## config.mk

```make
export PLATFORM = sky130hd
export DESIGN_NAME = packet_slot_arbiter_flat
export DESIGN_NICKNAME = d
export VERILOG_FILES = /design/src/rtl/packet_slot_arbiter_pkg.sv /design/src/rtl/packet_slot_arbiter_if.sv /design/src/rtl/packet_slot_arbiter_round_robin_select.sv /design/src/rtl/packet_slot_arbiter.sv /design/src/flat_wrapper.sv
export SDC_FILE = /design/constraint.sdc
export NUM_CORES = 1
export LEC_CHECK = 0
export CAP_MARGIN = 20
export CORE_MARGIN = 10
export CORE_UTILIZATION = 52
export DETAILED_ROUTE_END_ITERATION = 7
export PLACE_DENSITY = 0.89
export SYNTH_ARGS = -nofsm -noshare
export SYNTH_HDL_FRONTEND = slang
export SYNTH_HIERARCHICAL = 1
export SYNTH_SLANG_ARGS = --single-unit
```

## constraint.sdc

```tcl
create_clock -name clk_pixel -period 4.3 [get_ports clk_pixel]
set_clock_uncertainty 0.2 [all_clocks]
set_input_delay 0.43 -clock clk_pixel [delete_from_list [all_inputs] [get_ports clk_pixel]]
set_output_delay 0.43 -clock clk_pixel [all_outputs]
set_load 0.01 [all_outputs]
```

## src/rtl/packet_slot_arbiter_pkg.sv

```systemverilog
`default_nettype none
// ============================================================================
// Module   : packet_slot_arbiter_pkg
// Brief    : Shared types, constants and round-robin pick helper.
// Revision : 1.0 - initial release
// ============================================================================
package packet_slot_arbiter_pkg;

  typedef enum logic [0:0] {
    IDLE = 1'b0,
    SLOT = 1'b1
  } state_t;

  localparam int SLOT_PIXELS = 32;

  // The helper works on a fixed 32-bit carrier so one function serves any group size.
  localparam int RR_MAX   = 32;
  localparam int RR_IDX_W = 5;

  // One-hot pick of the first set bit at or after ptr, wrapping within n bits.
  function automatic logic [RR_MAX-1:0] rr_onehot_pick(
    input logic [RR_MAX-1:0] req,
    input int unsigned       ptr,
    input int unsigned       n
  );
    logic [RR_MAX-1:0]   pick;
    logic [RR_IDX_W-1:0] sel;
    int unsigned         idx;
    logic                found;
    pick  = '0;
    found = 1'b0;
    for (int unsigned k = 0; k < RR_MAX; k++) begin
      idx = ptr + k;
      if (idx >= n) idx = idx - n;
      sel = idx[RR_IDX_W-1:0];
      if (!found && (k < n) && req[sel]) begin
        pick[sel] = 1'b1;
        found     = 1'b1;
      end
    end
    return pick;
  endfunction

endpackage
`default_nettype wire

```

## src/rtl/packet_slot_arbiter_if.sv

```systemverilog
`default_nettype none
// ============================================================================
// Module   : packet_slot_arbiter_if
// Brief    : Island announce, request and slot/grant signals of the arbiter.
// Revision : 1.0 - initial release
// ============================================================================
interface packet_slot_arbiter_if
  import packet_slot_arbiter_pkg::*;
#(
  parameter int NUM_REQ = 6
);
  logic               video_field_end;
  logic               island_start;
  logic [4:0]         island_slots;
  logic [NUM_REQ-1:0] req;

  logic               packet_enable;
  logic [4:0]         packet_pixel_counter;
  logic [NUM_REQ-1:0] grant;
  logic               null_slot;
  logic               island_active;
  logic               overrun;

  modport master (
    output video_field_end, island_start, island_slots, req,
    input  packet_enable, packet_pixel_counter, grant, null_slot, island_active, overrun
  );

  modport slave (
    input  video_field_end, island_start, island_slots, req,
    output packet_enable, packet_pixel_counter, grant, null_slot, island_active, overrun
  );
endinterface
`default_nettype wire

```

## src/rtl/packet_slot_arbiter_round_robin_select.sv

```systemverilog
`default_nettype none
// ============================================================================
// Module   : round_robin_select
// Brief    : Combinational rotate-and-priority-encode for the round-robin group.
// Revision : 1.0 - initial release
// ============================================================================
module round_robin_select
  import packet_slot_arbiter_pkg::*;
#(
  parameter int N     = 4,
  parameter int PTR_W = 2
) (
  input  wire logic [N-1:0]     req,
  input  wire logic [PTR_W-1:0] ptr,
  output logic      [N-1:0]     pick,
  output logic                  any
);
  logic [RR_MAX-1:0] req_ext;
  logic [RR_MAX-1:0] pick_ext;
  logic              unused_pick;

  always_comb begin
    req_ext        = '0;
    req_ext[N-1:0] = req;
    pick_ext       = rr_onehot_pick(req_ext, 32'(ptr), N);
  end

  assign pick        = pick_ext[N-1:0];
  assign any         = |req;
  assign unused_pick = ^pick_ext;

endmodule
`default_nettype wire

```

## src/rtl/packet_slot_arbiter.sv

```systemverilog
`default_nettype none
// ============================================================================
// Module   : packet_slot_arbiter
// Brief    : HDMI data-island slot sequencer and per-slot packet source arbiter.
// Config   : define PACKET_SLOT_ARBITER_STARVATION_EN for starvation promotion.
// Revision : 1.0 - initial release
// ============================================================================
module packet_slot_arbiter
  import packet_slot_arbiter_pkg::*;
#(
  parameter int NUM_REQ      = 6,
  parameter int NUM_URGENT   = 2,
  parameter int MAX_SLOTS    = 18,
  parameter int STARVE_LIMIT = 8
) (
  input wire logic              clk_pixel,
  input wire logic              reset,
  packet_slot_arbiter_if.slave  bus
);
  localparam int         NUM_RR     = NUM_REQ - NUM_URGENT;
  localparam int         PTR_W      = (NUM_RR > 1) ? $clog2(NUM_RR) : 1;
  localparam logic [4:0] LAST_PIXEL = 5'(SLOT_PIXELS - 1);
  localparam logic [4:0] SLOT_CAP   = 5'(MAX_SLOTS);

  state_t             state_q, state_d;
  logic [4:0]         slots_left_q, slots_left_d;
  logic [4:0]         pix_q, pix_d;
  logic [NUM_REQ-1:0] grant_q, grant_d;
  logic               null_slot_q, null_slot_d;
  logic               packet_enable_q, packet_enable_d;
  logic               island_active_q, island_active_d;
  logic               overrun_q, overrun_d;
  logic [PTR_W-1:0]   rr_ptr_q, rr_ptr_d;

  logic [NUM_URGENT-1:0] urgent_req, urgent_pick;
  logic [NUM_RR-1:0]     rr_req, rr_pick_vec, starved, starved_pick, rr_win;
  logic                  rr_any;
  logic [PTR_W-1:0]      rr_ptr_eff, rr_win_idx, rr_next_ptr;
  logic [NUM_REQ-1:0]    arb_grant;
  logic                  start_ok, slot_last_pix, arb_evt;

  assign urgent_req = bus.req[NUM_URGENT-1:0];
  assign rr_req     = bus.req[NUM_REQ-1:NUM_URGENT];
  // A field end on a boundary cycle must reach that boundary's arbitration.
  assign rr_ptr_eff = bus.video_field_end ? '0 : rr_ptr_q;

  assign start_ok      = (state_q == IDLE) && bus.island_start && (bus.island_slots != 5'd0);
  assign slot_last_pix = (state_q == SLOT) && (pix_q == LAST_PIXEL);
  assign arb_evt       = start_ok || (slot_last_pix && (slots_left_q != 5'd1));

  round_robin_select #(
    .N     (NUM_RR),
    .PTR_W (PTR_W)
  ) u_rr_select (
    .req  (rr_req),
    .ptr  (rr_ptr_eff),
    .pick (rr_pick_vec),
    .any  (rr_any)
  );

`ifdef PACKET_SLOT_ARBITER_STARVATION_EN
  localparam int               CNT_W   = $clog2(STARVE_LIMIT + 1);
  localparam logic [CNT_W-1:0] CNT_MAX = CNT_W'(STARVE_LIMIT);

  logic [CNT_W-1:0] starve_q   [NUM_RR];
  logic [CNT_W-1:0] starve_d   [NUM_RR];
  logic [CNT_W-1:0] starve_eff [NUM_RR];

  always_comb begin
    for (int i = 0; i < NUM_RR; i++) begin
      starve_eff[i] = bus.video_field_end ? '0 : starve_q[i];
      starved[i]    = rr_req[i] && (starve_eff[i] == CNT_MAX);
    end
  end

  always_comb begin
    for (int i = 0; i < NUM_RR; i++) begin
      starve_d[i] = starve_eff[i];
      if (!rr_req[i]) begin
        starve_d[i] = '0;
      end else if (arb_evt) begin
        if (rr_win[i])                      starve_d[i] = '0;
        else if (starve_eff[i] != CNT_MAX)  starve_d[i] = starve_eff[i] + CNT_W'(1);
      end
    end
  end

  always_ff @(posedge clk_pixel or posedge reset) begin
    if (reset) begin
      for (int i = 0; i < NUM_RR; i++) starve_q[i] <= '0;
    end else begin
      for (int i = 0; i < NUM_RR; i++) starve_q[i] <= starve_d[i];
    end
  end
`else
  localparam int unused_starve_limit = STARVE_LIMIT;
  assign starved = '0;
`endif

  always_comb begin
    urgent_pick  = urgent_req & (-urgent_req);
    starved_pick = starved & (-starved);
    arb_grant    = '0;
    if (|starved)         arb_grant[NUM_REQ-1:NUM_URGENT] = starved_pick;
    else if (|urgent_req) arb_grant[NUM_URGENT-1:0]       = urgent_pick;
    else if (rr_any)      arb_grant[NUM_REQ-1:NUM_URGENT] = rr_pick_vec;
  end

  assign rr_win = arb_grant[NUM_REQ-1:NUM_URGENT];

  always_comb begin
    rr_win_idx = '0;
    for (int i = 0; i < NUM_RR; i++) begin
      if (rr_win[i]) rr_win_idx = PTR_W'(i);
    end
    rr_next_ptr = (rr_win_idx == PTR_W'(NUM_RR - 1)) ? '0 : rr_win_idx + PTR_W'(1);
  end

  always_comb begin
    state_d         = state_q;
    slots_left_d    = slots_left_q;
    pix_d           = pix_q;
    grant_d         = grant_q;
    null_slot_d     = null_slot_q;
    packet_enable_d = 1'b0;
    island_active_d = island_active_q;
    overrun_d       = overrun_q;
    rr_ptr_d        = rr_ptr_eff;
    if (arb_evt && (|rr_win)) rr_ptr_d = rr_next_ptr;

    case (state_q)
      IDLE: begin
        if (start_ok) begin
          state_d         = SLOT;
          slots_left_d    = (bus.island_slots > SLOT_CAP) ? SLOT_CAP : bus.island_slots;
          pix_d           = 5'd0;
          packet_enable_d = 1'b1;
          island_active_d = 1'b1;
          grant_d         = arb_grant;
          null_slot_d     = ~(|arb_grant);
        end
      end
      SLOT: begin
        if (bus.island_start) overrun_d = 1'b1;
        if (pix_q == LAST_PIXEL) begin
          slots_left_d = slots_left_q - 5'd1;
          pix_d        = 5'd0;
          if (slots_left_q != 5'd1) begin
            packet_enable_d = 1'b1;
            grant_d         = arb_grant;
            null_slot_d     = ~(|arb_grant);
          end else begin
            state_d         = IDLE;
            island_active_d = 1'b0;
            grant_d         = '0;
            null_slot_d     = 1'b0;
          end
        end else begin
          pix_d = pix_q + 5'd1;
        end
      end
      default: state_d = IDLE;
    endcase
  end

  always_ff @(posedge clk_pixel or posedge reset) begin
    if (reset) begin
      state_q         <= IDLE;
      slots_left_q    <= 5'd0;
      pix_q           <= 5'd0;
      grant_q         <= '0;
      null_slot_q     <= 1'b0;
      packet_enable_q <= 1'b0;
      island_active_q <= 1'b0;
      overrun_q       <= 1'b0;
      rr_ptr_q        <= '0;
    end else begin
      state_q         <= state_d;
      slots_left_q    <= slots_left_d;
      pix_q           <= pix_d;
      grant_q         <= grant_d;
      null_slot_q     <= null_slot_d;
      packet_enable_q <= packet_enable_d;
      island_active_q <= island_active_d;
      overrun_q       <= overrun_d;
      rr_ptr_q        <= rr_ptr_d;
    end
  end

  assign bus.packet_enable        = packet_enable_q;
  assign bus.packet_pixel_counter = pix_q;
  assign bus.grant                = grant_q;
  assign bus.null_slot            = null_slot_q;
  assign bus.island_active        = island_active_q;
  assign bus.overrun              = overrun_q;

endmodule
`default_nettype wire

```

## src/flat_wrapper.sv

```systemverilog
// flat-port wrapper written by rule: the top's interface ports become plain ports
module packet_slot_arbiter_flat import packet_slot_arbiter_pkg::*;
#(
  parameter int NUM_REQ      = 6,
  parameter int NUM_URGENT   = 2,
  parameter int MAX_SLOTS    = 18,
  parameter int STARVE_LIMIT = 8
)
  (clk_pixel, reset, bus_video_field_end, bus_island_start, bus_island_slots, bus_req, bus_packet_enable, bus_packet_pixel_counter, bus_grant, bus_null_slot, bus_island_active, bus_overrun);
  packet_slot_arbiter_if #(.NUM_REQ(NUM_REQ)) bus_i ();
  input wire logic clk_pixel;
  input wire logic reset;
  input wire logic [$bits(bus_i.video_field_end)-1:0] bus_video_field_end;
  input wire logic [$bits(bus_i.island_start)-1:0] bus_island_start;
  input wire logic [$bits(bus_i.island_slots)-1:0] bus_island_slots;
  input wire logic [$bits(bus_i.req)-1:0] bus_req;
  output wire logic [$bits(bus_i.packet_enable)-1:0] bus_packet_enable;
  output wire logic [$bits(bus_i.packet_pixel_counter)-1:0] bus_packet_pixel_counter;
  output wire logic [$bits(bus_i.grant)-1:0] bus_grant;
  output wire logic [$bits(bus_i.null_slot)-1:0] bus_null_slot;
  output wire logic [$bits(bus_i.island_active)-1:0] bus_island_active;
  output wire logic [$bits(bus_i.overrun)-1:0] bus_overrun;
  assign bus_i.video_field_end = bus_video_field_end;
  assign bus_i.island_start = bus_island_start;
  assign bus_i.island_slots = bus_island_slots;
  assign bus_i.req = bus_req;
  assign bus_packet_enable = bus_i.packet_enable;
  assign bus_packet_pixel_counter = bus_i.packet_pixel_counter;
  assign bus_grant = bus_i.grant;
  assign bus_null_slot = bus_i.null_slot;
  assign bus_island_active = bus_i.island_active;
  assign bus_overrun = bus_i.overrun;
  packet_slot_arbiter #(.NUM_REQ(NUM_REQ), .NUM_URGENT(NUM_URGENT), .MAX_SLOTS(MAX_SLOTS), .STARVE_LIMIT(STARVE_LIMIT)) u_core (.clk_pixel(clk_pixel), .reset(reset), .bus(bus_i));
endmodule
```

==> results.json, run 1 <==
{
  "max_freq_mhz": 285.3,
  "io_pins": 30,
  "dp_cells": 252,
  "final_common_cell": "clkdlybuf4s50_1",
  "start_util_pct": 54.22,
  "drv_slew": 0,
  "cts_hold_buf": 0,
  "cap_viol_max_count": 0,
  "holdWs_ns": 0.2891,
  "hp-class": "flop to flop",
  "yosysUniqueCellTypes": 41,
  "cts_tree": "done",
  "crit_path_end_kind": "flop",
  "cts.sinks": 23,
  "setup_viol": 0,
  "post_cts_resized": 0,
  "cp-startpoint": "bus_video_field_end",
  "rows": 20,
  "first_pass_iters": 5,
  "synth-seq-cells": 23,
  "layout-drive-gt1-share_pct": 8.019,
  "cts_buffer_depth": 2,
  "tightest_slew_ns": 0.8879,
  "syn_to_final_growth_pct": 22.15,
  "grt_pass1_wl_um": 6706,
  "r2r_start": "u_core/rr_ptr_q[0]",
  "die_h_um": 76.42,
  "io_buffers": 29,
  "final_cell_mix": "29 x clkdlybuf4s50_1, 23 x dfrtp_1, 21 x nand2_1, 15 x nor2_1, 12 x ha_1",
  "numCtsBuffers": 3,
  "startpoint_type": "primary input",
  "via_per_inst": 5.785,
  "critical_path.endpoint": "u_core/rr_ptr_q[0]",
  "status": "completed",
  "final_cells": 256,
  "die_x_um": 76.42,
  "crit_arrival_ns": 3.50,
  "syn_area_um2": 1655,
  "p_leak_nw": 0.8423,
  "wl_met2_um": 1747,
  "met1_length_um": 1888,
  "syn-num-nets": 209,
  "p_per_area_nw_per_um2": 428.7,
  "peakVddDrop_v": 0.0002468,
  "rsz0062_at_grt": "no",
  "cts_max_level": 1,
  "drtIter0Drc": 163,
  "wirelength_um": 3954,
  "grt_usage_pct": 13.29,
  "grt_pass1_vias": 1384,
  "drcViolationCount": 0,
  "rr_worst_depth": 11,
  "hold_violations": 0,
  "wl_met3_um": 302,
  "hpwl_um": 3033,
  "antenna_found_initial": 0,
  "worstPathRequired_ns": 4.30,
  "cp_max_fo": 6,
  "slew_headroom_pct": 40.74,
  "syn_area_per_cell_um2": 9.095,
  "overflow": 0,
  "synthCells": 182,
  "route.vias.total": 1481,
  "r2r_setup_slack_ns": 0.98,
  "yosys_warnings": 6,
  "top_layer": "met4",
  "finalSetupTns_ns": 0,
  "cts.clk_slew.worst_paths_ns": 0.13,
  "place.gp.congestion": 0.9101,
  "cts_root_buffer": "clkbuf_4",
  "insertion_delay_ns": 0.31,
  "synth-seq-area-share_pct": 34.77,
  "die_area_um2": 5840,
  "grt_max_degree": 24,
  "finalCritPeriodShare_pct": 81.51,
  "nets": 240,
  "critPathKind": "primary input to flop",
  "reg2reg_to": "u_core/rr_ptr_q[0]",
  "core_um2": 3053,
  "num_antenna_cells": 0,
  "wl_per_cell_um": 15.45,
  "ant_nets": 0,
  "cts_setup_buffers": 0,
  "period_needed_ns": 3.505
}
==> sequential cells by signal, indices dropped and copies added, names as in the netlist <==
register / count
u_core/rr_ptr_q: 2
u_core/slots_left_q: 5
u_core/bus.packet_pixel_counter: 5
u_core/state_q: 1
u_core/bus.island_active: 1
u_core/bus.null_slot: 1
u_core/bus.packet_enable: 1
u_core/bus.grant: 6
u_core/bus.overrun: 1
==> worst max-delay path: stages <==
cell and delay (ns):
clkdlybuf4s50_1 0.42, nor2b_1 0.15, inv_1 0.16, ha_1 0.42, mux2i_1 0.41, mux2_4 0.26
a21boi_4 0.21, o2bb2ai_1 0.20, nor2_1 0.11, a21boi_0 0.25, o21ai_1 0.15, mux2_2 0.31
==> cells in the mapped netlist (all sizes together) <==
library cell	instances	area [um2]
nand2b	7	43.79
clkbuf	2	7.510
o41ai	2	25.03
dfrtp	23	575.6
a22o	4	35.03
buf	4	20.02
nor3	4	20.02
mux2i	7	70.07
a21oi	3	15.01
inv	11	41.29
a21o	1	7.510
o21a	2	15.01
a31oi	1	6.260
o311a	1	21.27
or3	1	11.26
o21ai	9	45.04
nor3b	2	15.01
nor4b	1	8.760
o31ai	5	37.54
and3b	1	8.760
a21boi	2	26.28
nand2	21	78.83
and2	1	6.260
a211oi	4	30.03
a32oi	2	17.52
ha	12	150.1
nor2	15	56.30
nor2b	4	25.02
a32o	1	10.01
nand3	3	15.01
or2	1	8.760
nand3b	1	7.510
nand4	3	18.77
o2bb2ai	4	35.03
and3	1	6.260
mux2	6	71.31
o22ai	10	62.56
==> kinds of logic after synthesis <==
logic type	after synthesis	share of synthesized area, %
AND/OR/NAND/NOR	66	19.95
buffers and inverters	17	4.157
adder cells (fa/ha/maj)	12	9.070
flip-flops	23	34.77
AO/OA/AOI/OAI	51	23.51
multiplexers	13	8.541
==> where the power goes <==
part           switching [mW]  total, mW  internal [mW]
clock                  0.0651      0.101         0.0362
combinational           0.189      0.410          0.220
sequential             0.0651      0.356          0.291
==> routing by layer <==
layer  up-vias  global-route usage (%)
met5         -                       0
met4         0                   2.230
met3         2                   3.420
met2        62                   20.58
met1       690                   18.23
li1        727                       -
==> how the worst min path moves through the flow <==
| stage | startpoint | to | slack, ns | cells after the start |
|---|---|---|---|---|
| floorplan | reset | u_core/bus.grant[0] | 0.23 | 1 |
| global placement | u_core/bus.overrun | u_core/bus.overrun | 0.24 | 1 |
| detailed placement | u_core/bus.grant[1] | u_core/bus.grant[1] | 0.27 | 2 |
| CTS | u_core/bus.grant[1] | u_core/bus.grant[1] | 0.30 | 2 |
| global route | u_core/bus.grant[1] | u_core/bus.grant[1] | 0.32 | 2 |
| finish | u_core/bus.grant[1] | u_core/bus.grant[1] | 0.29 | 2 |
==> stage by stage <==
stage          area (um2)  setup slack, ns  utilization [%]  total power [mW]
3_5_place_dp         1996           0.5398            65.37            0.7712
6_report             2022           0.7950            66.23            0.8669
3_3_place_gp         1996           0.7270            65.37            0.7550
5_1_grt              2022           0.5633            66.23            0.9390
4_1_cts              2022           0.8630            66.23            0.8726
2_1_floorplan        1655            1.035                -            0.5822
==> final cells by class <==
cell class | instances | area [um2]
multi-input combinational | 142 | 1011
inverter | 11 | 41.29
sequential | 23 | 575.6
clock buffer | 4 | 26.28
fill | 253 | 1031
timing repair buffer | 32 | 312.8
tap | 44 | 55.05
No activity file was read; power rests on OpenSTA's default activity.
==> run 2, diff against run 1 <==
Settings changed: CORE_UTILIZATION 52 to 47, PLACE_DENSITY 0.89 to 0.86.
Clock period 4.3 ns to 2.9 ns, I/O delays scaled along.
==> results.json, run 2 (synthesized netlist as in run 1, its figures left out) <==
{
  "path_cells": "nor2b_2 -> inv_2 -> ha_4 -> mux2i_4 -> mux2_4 -> a21boi_4 -> o2bb2ai_2 -> nor2_1 -> a21boi_1 -> o21ai_1 -> mux2_2",
  "nets": 254,
  "overflow": 0,
  "via_per_inst": 5.570,
  "layout-drive-gt1-share_pct": 19.91,
  "finalSetupTns_ns": 0,
  "p_total_mw": 1.314,
  "max_freq_mhz": 361.3,
  "cts_max_level": 1,
  "cts_hold_buf": 0,
  "hp-class": "primary input to asynchronous set/reset pin",
  "startpoint_type": "flop",
  "cts_root_buffer": "clkbuf_4",
  "met1_length_um": 1890,
  "wirelength_um": 4178,
  "period_needed_ns": 2.768,
  "drtIter0Drc": 100,
  "core_um2": 3363,
  "die_h_um": 79.35,
  "grt_pass1_vias": 1480,
  "hold_violations": 0,
  "status": "completed",
  "syn_to_final_growth_pct": 34.09,
  "rr_worst_depth": 11,
  "grt_usage_pct": 12.80,
  "hpwl_um": 3232,
  "insertion_delay_ns": 0.30,
  "cts_buffer_depth": 2,
  "regArea_um2": 575.6,
  "cts.clk_slew.worst_paths_ns": 0.12,
  "peakVddDrop_v": 0.0004788,
  "final_cell_mix": "28 x clkdlybuf4s50_1, 23 x dfrtp_1, 21 x nand2_1, 17 x buf_4, 15 x nor2_1",
  "ant_nets": 0,
  "multi_input_area_um2": 1099,
  "p_leak_nw": 0.9404,
  "crit_cells": 11,
  "dp_worst_setup_slack_ns": -0.2920,
  "place.gp.congestion": 0.9726,
  "wl_per_cell_um": 15.36,
  "die_x_um": 79.35,
  "drcViolationCount": 0,
  "crit_arrival_ns": 2.77,
  "wl_met3_um": 215,
  "crit_slowest_cell": "dfrtp_1",
  "cp_max_fo": 5,
  "grt_max_degree": 24,
  "first_pass_iters": 4,
  "wl_met2_um": 2037,
  "die_area_um2": 6296,
  "cts_setup_buffers": 0,
  "cts.sinks": 23,
  "route.vias.total": 1515,
  "final_common_cell": "clkdlybuf4s50_1",
  "path_delay_family": "multiplexers",
  "crit_path_end_kind": "flop",
  "rows": 21,
  "p_per_area_nw_per_um2": 591.9,
  "cap_viol_max_count": 0,
  "finalCritPeriodShare_pct": 95.43,
  "start_util_pct": 49.22,
  "cp_slowest_stage_delay_ns": 0.35,
  "worstPathRequired_ns": 2.90,
  "numCtsBuffers": 3,
  "top_layer": "met4",
  "io_buffers": 29,
  "cts_tree": "done",
  "grt_pass1_wl_um": 6775,
  "io_pins": 30,
  "holdWs_ns": 0.2551,
  "fillerInstances": 285,
  "critPathBufInv": 1,
  "critPathKind": "flop to flop",
  "post_cts_resized": 0,
  "largest_register_ffs": 6,
  "dp_cells": 268,
  "num_antenna_cells": 0,
  "antenna_found_initial": 0,
  "tightest_slew_ns": 0.8771,
  "fin_ws_ns": 0.1325,
  "setup_viol": 0,
  "slew_headroom_pct": 41.47,
  "drv_slew": 0,
  "final_cells": 272
}
## run 2: layout make-up
type                            instances  share of cell area [%]
Multi-Input combinational cell        142                   49.49
Timing Repair Buffer                   46                   18.94
Clock buffer                            4                   1.184
Sequential cell                        23                   25.93
Inverter                               11                   1.860
Tap cell                               46                   2.593
## run 2: report_power, final
group,internal [mW],switching (mW)
clock network,0.0536,0.0886
registers,0.432,0.0958
logic,0.348,0.296
total,0.833,0.480
## run 2: routing by layer
metal	up-vias	GRT usage [%]
met4	0	2.151
li1	755	-
met3	4	3.378
met5	-	0
met2	39	21.21
met1	717	16.43
## run 2: path summary, 6_finish.rpt
check / end / from / slack [ns]
max reg2reg: u_core/rr_ptr_q[0] / u_core/rr_ptr_q[0] / 0.13
max in group asynchronous: u_core/rr_ptr_q[0] / reset / 1.71
max: u_core/rr_ptr_q[0] / u_core/rr_ptr_q[0] / 0.13
min reg2reg: u_core/bus.overrun / u_core/bus.overrun / 0.27
min in group clk_pixel: u_core/bus.overrun / u_core/bus.overrun / 0.27
min: u_core/rr_ptr_q[1] / reset / 0.26
## run 2: worst register-to-register path, cell delays in order, from the launching register on
cell	delay, ns
dfrtp_1	0.35
nor2b_2	0.16
inv_2	0.06
ha_4	0.33
mux2i_4	0.29
mux2_4	0.23
a21boi_4	0.25
o2bb2ai_2	0.14
nor2_1	0.08
a21boi_1	0.18
o21ai_1	0.11
mux2_2	0.28
## run 2: through the flow
step | instance area, um2 | utilization, %
6_report | 2220 | 66.00
5_1_grt | 2220 | 66.00
4_1_cts | 2172 | 64.58
3_5_place_dp | 2146 | 63.80
3_3_place_gp | 2146 | 63.80
2_1_floorplan | 1700 | -
